==> src/rtl/x74137_strobe_dec.sv <==
// x74137_strobe_dec: clocked AW-to-2^AW active-low decoder with 74137-style address latch and optional fixed-length strobe
// Ports: clk; reset (synchronous, active high); ce (clock enable for all state);
//        le_n (address latch enable, 0 = transparent); g1 / g2_n (enables); a (select address);
//        o_n (registered active-low decoded outputs); busy (strobe in progress, MODE 1 only).
module x74137_strobe_dec #(
    parameter int AW        = 3,
    parameter int MODE      = 0,
    parameter int PULSE_LEN = 4
) (
    input  logic               clk,
    input  logic               reset,
    input  logic               ce,
    input  logic               le_n,
    input  logic               g1,
    input  logic               g2_n,
    input  logic [AW-1:0]      a,
    output logic [(1<<AW)-1:0] o_n,
    output logic               busy
);
    localparam int N = 1 << AW;

    typedef enum logic [1:0] {IDLE, PULSE, HOLD} state_t;

    state_t        state_q;
    logic [AW-1:0] a_lat_q, s_addr_q, addr_eff;
    logic [7:0]    cnt_q;
    logic [N-1:0]  o_n_q;
    logic          en;

    // The transparent-latch value is also the next latch content.
    assign addr_eff = le_n ? a_lat_q : a;
    assign en       = g1 & ~g2_n;
    assign o_n      = o_n_q;
    assign busy     = (MODE != 0) && (state_q != IDLE);

    always_ff @(posedge clk) begin
        if (reset) begin
            state_q  <= IDLE;
            a_lat_q  <= '0;
            s_addr_q <= '0;
            cnt_q    <= '0;
            o_n_q    <= '1;
        end else if (ce) begin
            a_lat_q <= addr_eff;
            if (MODE == 0) begin
                o_n_q <= en ? ~(N'(1) << addr_eff) : '1;
            end else begin
                case (state_q)
                    IDLE: if (en) begin
                        s_addr_q <= addr_eff;
                        cnt_q    <= 8'(PULSE_LEN - 1);
                        o_n_q    <= ~(N'(1) << addr_eff);
                        state_q  <= PULSE;
                    end
                    PULSE: if (cnt_q != 8'd0) begin
                        // Select is rebuilt from the frozen strobe address; bus changes are ignored.
                        cnt_q <= cnt_q - 8'd1;
                        o_n_q <= ~(N'(1) << s_addr_q);
                    end else begin
                        o_n_q   <= '1;
                        state_q <= en ? HOLD : IDLE;
                    end
                    HOLD: if (!en) state_q <= IDLE;
                    default: state_q <= IDLE;
                endcase
            end
        end
    end
endmodule

==> config.mk <==
export PLATFORM = sky130hd
export DESIGN_NAME = x74137_strobe_dec
export DESIGN_NICKNAME = d
export VERILOG_FILES = /design/src/rtl/x74137_strobe_dec.sv
export SDC_FILE = /design/constraint.sdc
export NUM_CORES = 1
export LEC_CHECK = 0
export ABC_AREA = 0
export BUFFER_PORTS_ARGS = -buffer_cell sky130_fd_sc_hd__buf_2
export CORE_AREA = 10 10 47 49
export DETAILED_ROUTE_END_ITERATION = 12
export DIE_AREA = 0 0 57 59
export PLACE_DENSITY = 0.66
export SLEW_MARGIN = 25
export SYNTH_ARGS = -nofsm -noshare
export SYNTH_HDL_FRONTEND = slang
export SYNTH_SLANG_ARGS = --single-unit
==> constraint.sdc <==
create_clock -name clk -period 0.84 [get_ports clk]
set_input_delay 0.042 -clock clk [delete_from_list [all_inputs] [get_ports clk]]
set_output_delay 0.042 -clock clk [all_outputs]
set_load 0.01 [all_outputs]
## Word-level counts from Yosys, hierarchy flattened

Index checks and enable logic that the tools add are counted.

| word-level totals | value |
|---|---|
| flip-flop bits (word level) | 11 |
| logic and storage cells | 8 |
| input port bits | 9 |
| output and inout bits | 9 |

| cells by class | value |
|---|---|
| shift-type cells | 1 |
| mux-type cells | 2 |
| bitwise logic cells | 3 |

Operator list:

| cell | count |
|---|---|
| 8-bit two-way mux | 1 |
| 8-bit NOT | 1 |
| 1-bit by 3-bit left shift with 8-bit output, first input constant | 1 |
| 3-bit two-way mux | 1 |
| 1-bit bitwise AND | 1 |
| 1-bit NOT | 1 |

## Depth between registers and ports, before layout

| logic depth | value |
|---|---|
| word-level depth | 4 |
| depth in mapped cells | 4 |
| depth with buffers taken out | 3 |

## Worst setup path before layout

No wires, ideal clock.

| timing | value |
|---|---|
| path type | flip-flop to flip-flop |
| from | register a_lat_q[1] |
| to | register o_n_q[1], in the netlist o_n[1] |
| stages on the path, launching flop included | 4 |
| required time | 0.766 ns |
| path slack | -0.012 ns |
| path buffers | 0 |
| clock period less this slack | 0.852 ns |
| arrival time | 0.778 ns |
| setup time | 0.074 ns |
| cell sequence | dfxtp_1 > inv_1 > a32o_1 > a31oi_1 |

| between the ends | value |
|---|---|
| longest elaborated chain between the ends | 4 |

Ends and longest elaborated chain:

| element | RTL line | text |
|---|---|---|
| start, declared | 25 | `logic [AW-1:0] a_lat_q, s_addr_q, addr_eff;` |
| start signal, assigned | 44 | `a_lat_q <= addr_eff;` |
| 3-bit two-way mux | 31 | `assign addr_eff = le_n ? a_lat_q : a;` |
| 1-bit by 3-bit left shift with 8-bit output | -- |  |
| 8-bit NOT | 46 | `o_n_q <= en ? ~(N'(1) << addr_eff) : '1;` |
| 8-bit two-way mux | 46 |  |
| end signal, assigned | 46 |  |
| end signal, assigned | 52 | `o_n_q <= ~(N'(1) << addr_eff);` |
| end signal, assigned | 58 | `o_n_q <= ~(N'(1) << s_addr_q);` |
| end, declared | 27 | `logic [N-1:0] o_n_q;` |

Every way passes these cells.
A chain may end at the register's enable or synchronous reset.

## Worst setup path after layout

| timing | value |
|---|---|
| from | register a_lat_q[2] |
| to | register o_n_q[0], in the netlist o_n[0] |

The elaborated chain is that of the path after synthesis.

==> impl_metrics.json <==
{
  "wl_per_cell_um": 12.8,
  "grt_pass1_vias": 453,
  "path_max_fanout": 4,
  "critical_path_class": "reg -> reg",
  "clk_latency_ns": 0.26,
  "postCtsSetupBuffers": 0,
  "ys.flop_type": "dfxtp_1",
  "setup_slack_ns": -0.0280,
  "synth_area_sq_um": 500,
  "synthToLayoutAreaGrowth_pct": 31.0,
  "utilization_pct": 46.8,
  "start_util_pct": 35.7,
  "ant_nets": 0,
  "timing.rr.end": "o_n[0]",
  "hp-class": "in -> reg",
  "critPathLaunchType": "register",
  "core-area_sq_um": 1400,
  "hpwl_um": 918,
  "skew_ns": 0.00363,
  "die_x_um": 57,
  "crit_cells": 3,
  "cp_slowest_cell": "dfxtp_2",
  "cts_buffers": 3,
  "num_vias": 421,
  "grt_pass1_wl_mm": 1.89,
  "synth-seq-area-share_pct": 44.0,
  "fin_crit_ns": 0.868,
  "yosys.cell_types.count": 24,
  "rsz0062_at_grt": "yes",
  "hold_violations": 0,
  "netlist_instances": 51,
  "track_usage_pct": 6.91,
  "rrSetupSlack_ns": -0.03,
  "num_rows": 14,
  "end_kind": "register",
  "io_pins": 18,
  "diodes": 0,
  "wl_mm": 1.11,
  "critPathMaxStageDelay_ns": 0.33,
  "cts_buffer_depth": 2,
  "cts_htree_levels": 1,
  "synth_edf_count": 0,
  "syn-num-nets": 60,
  "routed_via_density": 4.84,
  "timing.fmax_mhz": 1150,
  "overflow": 0,
  "synth_xor_area_share_pct": 0,
  "synth_fa_ha_area_share_pct": 0,
  "synth.mux.area_fraction_pct": 10.5,
  "ys_ff_latch": 11,
  "dp.cells": 83,
  "p_leak_nw": 0.255,
  "path_clk_slew_ns": 0.07,
  "antenna_found_initial": 0,
  "cts_tree": "built",
  "place_congestion": 0.715,
  "route.detailed.drc": 0,
  "maxCapViolations": 0,
  "path_cells": "mux2i_4, nand2_2, o22a_1",
  "fin_cells": 87,
  "dr.pass1.iters": 3,
  "critical-path-top-delay-family": "flip-flops",
  "layout_common_cells": "buf_2, nor2_1, dfxtp_1",
  "yosysWarnings": 0,
  "first_iter_violations": 5,
  "vdd_ir_drop_max_uv": 769,
  "worst-path-buf-inv": 0,
  "grt_max_degree": 10,
  "synthSimpleGateAreaFrac_pct": 22.5,
  "cts_hold_buffers": 0,
  "setup_viol": 3,
  "finalNetCount": 81,
  "port_buffers": 16,
  "final.period_utilization_pct": 103,
  "hold_depth": 3,
  "dpl_worst_slack_ns": -0.0943,
  "crit-reg2reg-launch": "a_lat_q[2]",
  "cp_data_required_time_ns": 0.99,
  "synth_compound_area_share_pct": 16.8,
  "die_area_sq_um": 3360,
  "fp.dieH_um": 59,
  "violations": "negative setup slack",
  "reg2regPathDepth": 3,
  "root_buffer": "clkbuf_4",
  "min_to": "a_lat_q[0]",
  "layout_commonest_cell": "buf_2",
  "cp.arrival_ns": 1.02,
  "worst_hold_startpoint": "reset",
  "status": "finished with violations",
  "async_flop_share_pct": 0,
  "drive_above_1_share_pct": 53.5,
  "avgSynthCellArea_sq_um": 9.81,
  "drv_slew": 0,
  "synth_top_family_by_area": "simple AND/OR/NAND/NOR gates",
  "p_per_area_nw_per_um2": 1570,
  "cts.sinks": 11
}
==> routing by layer <==
layer	track usage, %	vias to the layer above	part of all wire (%)
met5	0	-	0
met4	4.03	0	1.3
met3	3.86	2	11
met2	10.2	13	42
met1	7.60	187	45
li1	-	219	-
==> cell usage after synthesis (3+ instances only) <==
cell | instances | area [sq um]
dfxtp_1 | 11 | 220
nor2_1 | 9 | 33.8
mux2i_1 | 3 | 30.0
a21oi_1 | 3 | 15.0
o22a_1 | 4 | 35.0
a31oi_1 | 3 | 18.8
==> state kept, by name, summed over array words and instances, names as in the netlist <==
| signal | count |
|---|---|
| a_lat_q | 3 |
| o_n | 8 |
==> worst max path at each step <==
stage                from      to  slack [ns]
2_1_floorplan  a_lat_q[2]  o_n[0]        0.02
3_3_place_gp         le_n  o_n[3]       -0.07
3_5_place_dp        reset  o_n[6]       -0.09
4_1_cts        a_lat_q[2]  o_n[0]       -0.04
5_1_grt        a_lat_q[2]  o_n[3]       -0.09
6_report       a_lat_q[2]  o_n[0]       -0.03
==> power breakdown <==
part | total [W] | switching (W) | internal [W]
logic | 0.000137 | 0.0000669 | 0.0000698
clock network | 0.000349 | 0.000166 | 0.000183
registers | 0.000543 | 0.0000119 | 0.000531
total | 0.00103 | 0.000244 | 0.000784
==> worst reg2reg max path, stage by stage (launching register included) <==
cell and delay (ns):
dfxtp_2 0.33, mux2i_4 0.18, nand2_2 0.08, o22a_1 0.17
==> timing repair <==
item | 4_1_cts | 5_1_grt
endpoints found under the setup margin | 8 | 8
gates cloned | 0 | 0
gates resized for setup | 7 | 4
pin swaps | 4 | 2
==> kinds of logic after synthesis <==
family,after synthesis
DFF,11
muxes,4
and+or+nand+nor,19
buffers and inverters,4
AOI/OAI and AO/OA,12
other,1
==> stage by stage <==
step	hold WS [ns]	cell area [sq um]	total power (W)	setup TNS [ns]
6_report	0.0557	656	0.00103	-0.0572
5_1_grt	0.0574	656	0.00109	-0.469
4_1_cts	0.0473	643	0.00104	-0.0985
3_5_place_dp	0.327	602	0.000682	-0.533
3_3_place_gp	0.329	602	0.000680	-0.363
2_1_floorplan	0.107	503	0.000636	0
==> final cells by class <==
cell class	instances	area (sq um)
multi-input cells	36	277
repair buffers	19	103
inverters	1	3.75
flip-flops and latches	11	226
fillers	141	746
clock buffers	4	26.3
well taps	16	20.0
Note: power is estimated with default switching activity, not from simulation.
